[config.mk]
export PLATFORM = sky130hd
export DESIGN_NAME = stream_sched
export DESIGN_NICKNAME = d
export VERILOG_FILES = /design/src/rtl/hpu_pkg.sv /design/src/rtl/sched_wdog.sv /design/src/rtl/stream_sched.sv
export SDC_FILE = /design/constraint.sdc
export NUM_CORES = 1
export LEC_CHECK = 0
export ABC_AREA = 0
export CORE_UTILIZATION = 41
export DETAILED_ROUTE_END_ITERATION = 6
export PLACE_DENSITY = 0.65
export SYNTH_ARGS = -nofsm -noshare
export SYNTH_HDL_FRONTEND = slang
export SYNTH_SLANG_ARGS = --single-unit
[constraint.sdc]
create_clock -name clk -period 3.1 [get_ports clk]
set_input_delay 0.62 -clock clk [delete_from_list [all_inputs] [get_ports clk]]
set_output_delay 0.62 -clock clk [all_outputs]
set_load 0.05 [all_outputs]
[src/rtl/hpu_pkg.sv]
// Shared types and defaults for the HPU stream controllers.
package hpu_pkg;

  // Default watchdog budget, in cycles, for one waiting phase.
  localparam int SCHED_TIMEOUT = 4096;

  // Phases of one stream batch; IDLE is the all-zero encoding so reset lands there.
  typedef enum logic [2:0] {
    IDLE  = 3'd0,
    LOAD  = 3'd1,
    EXEC  = 3'd2,
    ARM   = 3'd3,
    DRAIN = 3'd4,
    GAP   = 3'd5,
    DONE  = 3'd6,
    FAULT = 3'd7
  } sched_state_t;

endpackage

[src/rtl/sched_wdog.sv]
// Clear/load/enable cycle counter with a terminal-count flag.
// tc is high in the cycle whose increment would reach LIMIT, so the owner can
// react at that same edge. tc depends only on en and the stored count, which
// keeps it free of any loop through the owner's clear logic.
module sched_wdog
  import hpu_pkg::*;
#(
  parameter int LIMIT = SCHED_TIMEOUT,
  parameter int W     = $clog2(LIMIT + 1)
) (
  input  logic         clk,
  input  logic         rst,
  input  logic         clr,
  input  logic         en,
  input  logic         ld,
  input  logic [W-1:0] ld_val,
  output logic         tc
);

  localparam logic [W-1:0] LAST_CNT = W'(LIMIT - 1);
  localparam logic [W-1:0] MAX_CNT  = W'(LIMIT);

  logic [W-1:0] cnt_d, cnt_q;

  // Next count: clear wins over load, load wins over increment; saturates at LIMIT.
  always_comb begin
    cnt_d = cnt_q;
    if (clr) begin
      cnt_d = '0;
    end else if (ld) begin
      cnt_d = ld_val;
    end else if (en && (cnt_q < MAX_CNT)) begin
      cnt_d = cnt_q + 1'b1;
    end
  end

  // Count register with synchronous reset.
  always_ff @(posedge clk) begin
    if (rst) begin
      cnt_q <= '0;
    end else begin
      cnt_q <= cnt_d;
    end
  end

  assign tc = en && (cnt_q >= LAST_CNT);

endmodule

[src/rtl/stream_sched.sv]
// Phase sequencer for one HPU stream batch: LOAD -> EXEC -> ARM/DRAIN -> GAP,
// repeated per job, with a watchdog that parks the block in FAULT if any
// waiting phase stalls. Every output is a state decode or a flop.
module stream_sched
  import hpu_pkg::*;
#(
  parameter  int JOB_W   = 8,
  parameter  int TIMEOUT = SCHED_TIMEOUT,
  localparam int TO_W    = $clog2(TIMEOUT + 1)
) (
  input  logic             clk,
  input  logic             rst,
  input  logic             start,
  input  logic [JOB_W-1:0] n_jobs,
  input  logic             load_done,
  input  logic             core_fin,
  input  logic             dst_valid,
  input  logic             dst_last,
  input  logic             dst_ready,
  output logic             run,
  output logic             load_req,
  output logic             core_start,
  output logic             stream_ok,
  output logic             busy,
  output logic             done,
  output logic             fault,
  output logic [JOB_W-1:0] job_idx
);

  sched_state_t     state_d, state_q;
  logic [JOB_W-1:0] count_d, count_q;
  logic [JOB_W-1:0] idx_d, idx_q;
  logic             done_d, done_q;
  logic             cs_d, cs_q;
  logic             wd_en, wd_clr, wd_tc;
  logic             beat;

  assign beat = dst_valid && dst_ready;

  sched_wdog #(
    .LIMIT (TIMEOUT),
    .W     (TO_W)
  ) u_wdog (
    .clk    (clk),
    .rst    (rst),
    .clr    (wd_clr),
    .en     (wd_en),
    .ld     (1'b0),
    .ld_val ('0),
    .tc     (wd_tc)
  );

  // Next-state, job bookkeeping and watchdog control; exit events beat the timeout.
  always_comb begin
    state_d = state_q;
    count_d = count_q;
    idx_d   = idx_q;
    done_d  = 1'b0;
    wd_en   = 1'b0;
    case (state_q)
      IDLE, FAULT: begin
        if (start) begin
          if (n_jobs == '0) begin
            done_d  = 1'b1;
            state_d = IDLE;
          end else begin
            count_d = n_jobs;
            idx_d   = '0;
            state_d = LOAD;
          end
        end
      end
      LOAD: begin
        wd_en = 1'b1;
        if (load_done)  state_d = EXEC;
        else if (wd_tc) state_d = FAULT;
      end
      EXEC: begin
        wd_en = 1'b1;
        if (core_fin)   state_d = ARM;
        else if (wd_tc) state_d = FAULT;
      end
      ARM: begin
        wd_en = 1'b1;
        if (beat)       state_d = dst_last ? GAP : DRAIN;
        else if (wd_tc) state_d = FAULT;
      end
      DRAIN: begin
        wd_en = dst_ready;
        if (beat && dst_last) state_d = GAP;
        else if (wd_tc)       state_d = FAULT;
      end
      GAP: begin
        if (idx_q == count_q - 1'b1) begin
          state_d = DONE;
        end else begin
          idx_d   = idx_q + 1'b1;
          state_d = LOAD;
        end
      end
      DONE: begin
        state_d = IDLE;
      end
      default: begin
        state_d = IDLE;
      end
    endcase
    if (state_d == DONE) done_d = 1'b1;
    cs_d   = (state_d == EXEC) && (state_q != EXEC);
    wd_clr = (state_d != state_q);
  end

  // State and registered-output flops with synchronous reset.
  always_ff @(posedge clk) begin
    if (rst) begin
      state_q <= IDLE;
      count_q <= '0;
      idx_q   <= '0;
      done_q  <= 1'b0;
      cs_q    <= 1'b0;
    end else begin
      state_q <= state_d;
      count_q <= count_d;
      idx_q   <= idx_d;
      done_q  <= done_d;
      cs_q    <= cs_d;
    end
  end

  assign run        = (state_q == LOAD) || (state_q == EXEC) ||
                      (state_q == ARM)  || (state_q == DRAIN);
  assign load_req   = (state_q == LOAD);
  assign stream_ok  = (state_q == ARM);
  assign busy       = (state_q != IDLE) && (state_q != FAULT);
  assign fault      = (state_q == FAULT);
  assign core_start = cs_q;
  assign done       = done_q;
  assign job_idx    = idx_q;

endmodule

==> metrics.csv, run 1 <==
metric;value;unit
HP Class;reg2reg;
startpoint type of the worst setup path;register;
CTS-repair resized insts;0;
critical path class;reg2out;
vias;1875;
RSZ-0062 raised after global routing;no;
vias in the first global route;1588;
first-pass detailed-route iteration total;4;
H-tree depth;2;
nets;305;
IO buf count;30;
postcts setup bufs;0;
Most Crowded Layer GR;met1;
maxcap violations;0;
Setup crit end kind;primary output;
largest net degree at the start of global routing;17;
met2 usage;25.59;%
Clock Skew;0.003977;ns
CTS buffer count;5;
final WL;4.361;mm
Post-synth EDFFs;0;
share of synthesized registers carrying an async set or reset;0;%
hold-fix buffers at CTS;0;
Worst EP arrival;2.15;ns
min Tclk post-route;2.770;ns
Fin. Hold Viols;0;
worst-margin pin slew;0.5507;ns
layout cell share with drive strength beyond 1;12.54;%
worst reg-to-reg path cell count;10;
die area;5433;µm²
status;completed;
Required @ worst endpoint;2.48;ns
leakage power;0.0008511;µW
io pins;31;
Pins Over Slew Limit;0;
clk_lat worst skew;0.27;ns
Yosys reg bits;34;
Post-synth top flop;dfxtp_1;
Mean Syn Cell Area;8.333;µm²
met1 usage;25.96;%
cells after synthesis;253;
Syn Std Cell Area;2108;µm²
post-synthesis sequential area ratio;32.28;%
WL/cell;12.32;µm
GRT overflow;0;
FMAX;361.0;MHz
Synth cell types;59;
Worst slew margin;63.24;%
FP Rows;25;
Clock transition at path regs;0.07;ns
starting density of the core;43.48;%
placed cell count;346;
Final TNS setup;0;ns
GRT Overall Usage;17.47;%
Max Root-Sink Buffers;2;
Final GP Congestion;0.7920;
DR iter-0 viols;99;
hold path depth;2;
CTS root buf;clkbuf_8;
Remaining DRCs;0;
non-filler cells, final;354;
ant diodes;0;
die width;73.71;µm
CTS tree;done;
PD cells;367.1;nW/µm²
core area;4848;µm²
Via density;5.297;
initial antenna violation count;0;
Setup-failing EPs final;0;
CP Max Fanout;16;
syn_nets;272;
Vert. Die Dim;73.71;µm
met3 Resource Use GR;3.704;%
Final HPWL DP;3.355;mm
Final Cycle Share;89.37;%
Max VDD drop;0.2697;mV
ANT nets after route;0;
CTS sink cnt;34;
Area Overhead vs Synth;22.14;%
Synth warnings;0;
first-pass GRT wire length;7.396;mm
hold slack;0.4715;ns
==> area by class of cell <==
class                   count  area [µm²]
flip-flops and latches     34       680.7
multi-input cells         200        1336
repair buffers             37       352.8
inverters                   8       30.03
clock buffers               7       86.33
fillers                   465        2273
clock inverters             1       5.005
well taps                  67       83.83
==> synthesized netlist by cell type, types with 3 or more instances <==
library cell  instances  area share, %
nor2_2               10            3.0
buf_2                 4           0.95
ha_1                  3            1.8
nand2_1              24            4.3
and3_1                4            1.2
clkbuf_1              3           0.53
dfxtp_1              34             32
nand4_1               6            1.8
xnor2_1              14            5.8
nor3_1                5            1.2
xor2_1               11            4.6
nor4_1                3           0.89
nand3_1               9            2.1
inv_1                 8            1.4
or4_1                 3            1.1
o21ai_0               4           0.95
nor2b_1               5            1.5
nor2_1               27            4.8
nand2b_1              4            1.2
a211oi_1              3            1.1
a21oi_1              18            4.3
==> kinds of logic (layout without fill, tap and decap cells) <==
kind of cell,after synthesis,in the layout,share of synthesized area [%]
AO/OA/AOI/OAI,57,57,21.25
XOR/XNOR,25,25,10.39
adder cells (fa/ha/maj),3,3,1.781
buffers and inverters,19,53,4.332
flip-flops,34,34,32.28
multiplexers,2,2,0.9496
AND/OR/NAND/NOR,113,113,29.02
==> stage by stage <==
step | total power (µW) | setup slack (ns) | utilization (%) | area, µm²
2_1_floorplan | 572.2 | 0.5005 | - | 2108
3_3_place_gp | 620.3 | 0.1896 | 51.23 | 2484
3_5_place_dp | 620.6 | 0.1425 | 51.23 | 2484
4_1_cts | 955.7 | 0.3515 | 53.11 | 2575
5_1_grt | 997.1 | 0.1919 | 53.11 | 2575
6_report | 945.2 | 0.3296 | 53.11 | 2575
==> final timing paths <==
kind / start / endpoint / slack (ns)
setup / recovery: state_q[0] / stream_ok / 0.33
hold / removal: u_wdog.cnt_q[12] / u_wdog.cnt_q[12] / 0.47
setup reg to reg: count_q[0] / u_wdog.cnt_q[0] / 0.49
hold reg to reg: u_wdog.cnt_q[12] / u_wdog.cnt_q[12] / 0.47
==> cell usage in the layout, fill, tap and decap left out, types with 3 or more instances in the layout <==
cell type	synthesis	layout
a211oi_1	3	3
a21oi_1	18	18
and3_1	4	4
buf_4	2	7
clkbuf_8	0	6
clkdlybuf4s50_1	0	30
dfxtp_1	34	34
ha_1	3	3
inv_1	8	8
nand2_1	24	24
nand2b_1	4	4
nand3_1	9	9
nand4_1	6	6
nor2_1	27	27
nor2_2	10	10
nor2b_1	5	5
nor3_1	5	5
nor4_1	3	3
o21ai_0	4	4
or4_1	3	3
xnor2_1	14	14
xor2_1	11	11
==> routing by layer <==
metal	share of wire, %	up-vias	wire, µm
li1	-	975	-
met1	52	866	2260
met2	44	32	1931
met3	3.2	2	140
met4	0.66	0	29
met5	0	-	0
==> registers in the layout (all words and copies together) (netlist names) <==
register,cells
job_idx,8
done,1
state_q,3
u_wdog.cnt_q,13
core_start,1
count_q,8
==> power by group <==
part | internal (µW) | total [µW] | switching (µW)
Clock | 179 | 335 | 155
Combinational | 67.7 | 151 | 83.2
Sequential | 445 | 460 | 14.2
==> critical path, stage by stage (launching register included) <==
cell and delay, ns:
dfxtp_1 0.66, nand2b_1 0.23, nor2_1 0.17, clkdlybuf4s50_1 0.82
Note: power is estimated with default switching activity, not from simulation.
==> inputs of run 2 (changes only) <==
ABC_AREA = 1   (was 0)
CORE_UTILIZATION = 35   (was 41)
PLACE_DENSITY = 0.58   (was 0.65)
==> run 2 against run 1 <==
Against the previous run:
- sequential share of layout area up 0.35 points
- worst setup slack better by 0.16 ns
- register-to-register slack better by 0.16 ns
- flip-flop and latch count unchanged
- synthesized cell count up 26%
- critical endpoint unchanged
==> metrics.csv, run 2 <==
metric;value;unit
post-synthesis sequential area ratio;32.81;%
die width;78.99;µm
Clock Skew;0.002838;ns
initial antenna violation count;0;
Final GP Congestion;0.8071;
Max VDD drop;0.1683;mV
max reg flops;13;
syn_nets;337;
CTS sink cnt;34;
FMAX;383.8;MHz
first-pass detailed-route iteration total;4;
cell taking the most area after synthesis;dfxtp_1;
postcts setup bufs;0;
CTS-repair resized insts;0;
Finished Core Util;45.31;%
CTS tree;done;
Worst path top cell family by delay;buffers and inverters;
hold slack;0.4759;ns
vias in the first global route;1821;
leakage power;0.001085;µW
Yosys reg bits;34;
cells after synthesis;318;
Synth warnings;0;
Max Root-Sink Buffers;2;
layout cell share with drive strength beyond 1;10.20;%
FP Rows;27;
Final Cycle Share;84.06;%
Required @ worst endpoint;2.48;ns
starting density of the core;36.99;%
IO buf count;30;
Final HPWL DP;3.704;mm
crit path buf inv count;3;
Via density;4.701;
commonest non-fill, non-tap cell in the layout;nand2_1;
FILL cells;619;
CP Max Fanout;6;
Seq. cell area;680.7;µm²
CTS buffer count;5;
worst-margin pin slew;0.4983;ns
critical path class;reg2out;
Syn Std Cell Area;2074;µm²
GRT overflow;0;
CTS root buf;clkbuf_8;
share of synthesized registers carrying an async set or reset;0;%
most common cell in the netlist;nand2_1;
Worst slew margin;66.68;%
ANT nets after route;0;
CP cell instances;nand2_1 -> inv_1 -> nand2_1 -> inv_1 -> clkdlybuf4s50_1;
Remaining DRCs;0;
largest net degree at the start of global routing;15;
final WL;4.840;mm
core area;5608;µm²
die area;6239;µm²
vias;1998;
Stages on worst setup path;5;
nets;371;
Post-synth EDFFs;0;
Clock transition at path regs;0.07;ns
maxcap violations;0;
Setup crit end kind;primary output;
status;completed;
footprint of the multi-input gates;1187;µm²
most frequent cells in the layout;nand2_1 (88), inv_1 (44), dfxtp_1 (34), nor2_1 (33), clkdlybuf4s50_1 (30);
synth cell count leaders;nand2_1 (88), inv_1 (44), dfxtp_1 (34);
Post-synth top flop;dfxtp_1;
largest cells by area after synthesis;dfxtp_1 (33%), nand2_1 (16%), inv_1 (8.0%), nor2_1 (6.0%), nand3_1 (4.3%);
max incr delay on CP;0.81;ns
min Tclk post-route;2.606;ns
WL/cell;11.39;µm
first-pass GRT wire length;8.286;mm
Pins Over Slew Limit;0;
Final TNS setup;0;ns
RSZ-0062 raised after global routing;no;
Worst EP arrival;1.99;ns
H-tree depth;2;
most flop-heavy register;u_wdog.cnt_q;
PD cells;419.8;nW/µm²
Setup-failing EPs final;0;
clk_lat worst skew;0.29;ns
GRT Overall Usage;16.98;%
top cell type's share of synthesized area;32.81;%
Synth cell types;31;
hold path depth;2;
Area Overhead vs Synth;22.50;%
Vert. Die Dim;78.99;µm
io pins;31;
Fin. Hold Viols;0;
startpoint type of the worst setup path;register;
HP Class;reg2reg;
hold-fix buffers at CTS;0;
slowest CP cell;clkdlybuf4s50_1;
Mean Syn Cell Area;6.524;µm²
worst reg-to-reg path cell count;14;
ant diodes;0;
DR iter-0 viols;107;
-- run 2: metal layers --
metal	vias to the layer above	GRT usage [%]	wire length, µm
met5	-	0	0
met4	0	6.000	79
met3	7	3.793	250
met2	48	26.03	2016
met1	881	23.24	2492
li1	1062	-	-
-- run 2: worst paths after layout --
path	from	end	slack, ns
min	count_q[7]	count_q[7]	0.48
max	state_q[1]	stream_ok	0.49
min reg2reg	count_q[7]	count_q[7]	0.48
max reg2reg	count_q[0]	u_wdog.cnt_q[12]	0.65
-- run 2: power by group --
group / switching, µW / internal [µW]
Clock: 162 / 179
Sequential: 17.8 / 453
Combinational: 163 / 92.0
Total: 343 / 724
-- run 2: cell type report --
cell class              instances  share of cell area [%]
repair buffers                 31                   12.11
inverters                      49                   7.238
flip-flops and latches         34                   26.78
clock buffers                   7                   3.397
clock inverters                 1                  0.1969
multi-input cells             231                   46.73
well taps                      72                   3.545
-- run 2: worst register-to-register path, stage by stage (launching register included) --
cell     delay [ns]
dfxtp_1        0.41
inv_1          0.10
ha_1           0.32
inv_1          0.04
nand2_1        0.05
nand2_1        0.04
nor2_1         0.10
nand4_1        0.11
nor2_1         0.19
nand3_1        0.17
nand3_1        0.17
nand2_1        0.06
nand2_1        0.10
nand3_2        0.32
nor2_1         0.19
-- run 2: kinds of logic after synthesis --
logic type / Yosys count / synth area share [%]
adders and majority gates: 3 / 1.810
AOI/OAI and AO/OA: 31 / 8.504
xor gates and xnor gates: 15 / 6.333
and+or+nand+nor: 181 / 40.11
buffers and inverters: 53 / 9.952
muxes: 1 / 0.4825
DFF: 34 / 32.81
-- run 2: metrics by stage --
stage | worst slack, ns | area [µm²] | power (µW) | std cells
CTS | 0.4939 | 2541 | 1081 | 425
global placement | 0.5904 | 2450 | 734.0 | 417
finish | 0.4942 | 2541 | 1067 | 425
global route | 0.3020 | 2541 | 1130 | 425
floorplan | 0.9573 | 2074 | 665.5 | 318
detailed placement | 0.5091 | 2450 | 734.6 | 417
==> variant: new RTL, config.mk and constraints of run 1 <==
Make the reset (`rst`) asynchronous in 2 clocked blocks. Comments in the files are not updated.
--- a/src/rtl/sched_wdog.sv
+++ b/src/rtl/sched_wdog.sv
@@ -35,7 +35,7 @@
   end
 
   // Count register with synchronous reset.
-  always_ff @(posedge clk) begin
+  always_ff @(posedge clk or posedge rst) begin
     if (rst) begin
       cnt_q <= '0;
     end else begin
--- a/src/rtl/stream_sched.sv
+++ b/src/rtl/stream_sched.sv
@@ -111,7 +111,7 @@
   end
 
   // State and registered-output flops with synchronous reset.
-  always_ff @(posedge clk) begin
+  always_ff @(posedge clk or posedge rst) begin
     if (rst) begin
       state_q <= IDLE;
       count_q <= '0;
Formal check against the unedited RTL: differs if rst is asserted again (counterexample within 4 cycles, from zero or initial values and one cycle with rst high); with rst held inactive, the same outputs for 10 cycles.
==> variant against run 1 <==
Maximum frequency decreased by 1.5%; hold slack improved by 30 ps; global-route usage increased by 1.7 points; register-to-register slack got worse by 200 ps; highest routed layer unchanged; routed wire length increased by 23%; setup slack got worse by 41 ps; sequential cell count unchanged; area after synthesis increased by 10%; cell area increased by 8.6%; cell count increased by 5.9%.
Power is not compared: it rests on default switching activity, and its combinational part moved more than twofold at a synthesized area within 25%.
==> variant: results (changes against run 1) <==
RUN_STATUS='finished, final reports clean'  # unchanged
GROUTE.USAGE.OVERALL_PCT=19.2  # was 17.5%
INITIALDRTVIOLATIONCOUNT=105  # was 99
CRITICAL_PATH_ARRIVAL_PS=2950  # was 2150 ps
REMAINING_MAX_SLEW_BUDGET_AT_THE_TIGHTEST_PIN_PCT=48.6  # was 63.2%
CLOCK_LATENCY_PS=280
CLOCKROOTBUFFER='sky130_fd_sc_hd__clkbuf_8'  # unchanged
POST_CTS.RESIZED_INSTANCES=0  # unchanged
PATH_DELAY_FAMILY='compound AO/OA/AOI/OAI gates'  # was buffers and inverters
SYNTH-SEQ-AREA-SHARE_PCT=36.7  # was 32.3%
POWER.LEAKAGE_nW=1.19
CP_MAX_FO=13  # was 16
CLK_PATH_BUF_DEPTH=2  # unchanged
FINCLKSKEW_PS=3.46  # was 3.98 ps
POST_ROUTE_CELLS_DRIVE_ABOVE_1_SHARE_PCT=12.5  # about the same
CLOCK_TRANSITION_AT_PATH_REGS_PS=70  # about the same
ROUTE.DETAILED.VIAS_PER_INST=5.47  # was 5.30
FIRST_GLOBAL_VIAS=1914  # was 1,588
DRT-TOTAL-WL_MM=5.37  # was 4.36 mm
PLACE_WS_PS=275  # was 142 ps
HPWLAFTERDP_MM=3.91  # was 3.36 mm
SYNTH_AREA_LEADERS='sky130_fd_sc_hd__dfrtp_1 37%, sky130_fd_sc_hd__nand2_1 6.8%, sky130_fd_sc_hd__xor2_1 4.5%, sky130_fd_sc_hd__nor3_2 4.3%, sky130_fd_sc_hd__nor2_1 3.1%'  # was sky130_fd_sc_hd__dfxtp_1 32%, sky130_fd_sc_hd__xnor2_1 5.8%, sky130_fd_sc_hd__nor2_1 4.8%, sky130_fd_sc_hd__xor2_1 4.6%, sky130_fd_sc_hd__a21oi_1 4.3%
SYNTHESIS.NETS=290  # was 272
GRT_PASS1_WL_MM=9.09  # was 7.40 mm
CTS_SETUP_BUFFERS=0  # unchanged
SYNTH-ASYNC-RESET-RATIO_PCT=100  # was 0%
YS_TOP_CELLS_BY_COUNT='42 x sky130_fd_sc_hd__nand2_1, 34 x sky130_fd_sc_hd__dfrtp_1, 19 x sky130_fd_sc_hd__nor2_1'  # was 34 x sky130_fd_sc_hd__dfxtp_1, 27 x sky130_fd_sc_hd__nor2_1, 24 x sky130_fd_sc_hd__nand2_1
CRIT_SLOWEST_CELL='sky130_fd_sc_hd__o21ai_2'  # was sky130_fd_sc_hd__clkdlybuf4s50_1
LARGEST_NET_DEGREE_AT_THE_START_OF_GLOBAL_ROUTING=35  # was 17
CRITICAL-PATH-MAX-STAGE-DELAY_PS=650  # was 820 ps
NUM-NETS-FINAL=321  # was 305
SYNTH_CELL_TYPES=59  # unchanged
ROUTABILITYCONGESTION=0.879  # was 0.792
-- variant: path summary, 6_finish.rpt --
| path | from | end | slack, ps | cells after the start |
|---|---|---|---|---|
| setup reg to reg | count_q[0] | u_wdog.cnt_q[11] | 290 | 8 |
| max in group asynchronous | rst | job_idx[4] | 2050 | 3 |
| setup / recovery | count_q[0] | u_wdog.cnt_q[11] | 290 | 8 |
| hold reg to reg | count_q[7] | count_q[7] | 500 | 2 |
| hold / removal | count_q[7] | count_q[7] | 500 | 2 |
| min in group asynchronous | rst | u_wdog.cnt_q[5] | 740 | 3 |
-- variant: cell type report --
class / count / area (sq um)
fill: 538 / 2680
tap: 72 / 90.1
clock inverter: 2 / 12.5
timing repair buffer: 37 / 353
multi-input combinational: 216 / 1380
sequential: 34 / 851
clock buffer: 6 / 82.6
inverter: 8 / 30.0
-- variant: cells by family (layout without fill, tap and decap cells) --
logic type	Yosys count	count (layout)	synth area share (%)
and+or+nand+nor	134	134	32.3
AOI/OAI and AO/OA	55	55	16.1
DFF	34	34	36.7
buffers and inverters	21	53	3.94
xor gates and xnor gates	18	18	6.79
muxes	6	6	2.59
adders and majority gates	3	3	1.62
-- variant: metal layers --
layer	vias to the layer above	part of all wire, %	track usage (%)
li1	1032	-	-
met2	58	47	29.6
met4	0	0.88	6.04
met3	6	5.3	4.52
met1	956	47	26.4
met5	-	0	0
-- variant: power by group --
part / total (W) / switching (W) / internal [W] / leakage, nW
clock network: 0.000342 / 0.000164 / 0.000178 / 0.0472
logic: 0.00133 / 0.000814 / 0.000512 / 0.686
registers: 0.000706 / 0.000153 / 0.000553 / 0.453
-- variant: through the flow --
step	instance area [sq um]	instances
CTS	2800	375
detailed placement	2700	367
floorplan	2320	271
finish	2800	375
global placement	2700	367
global route	2800	375
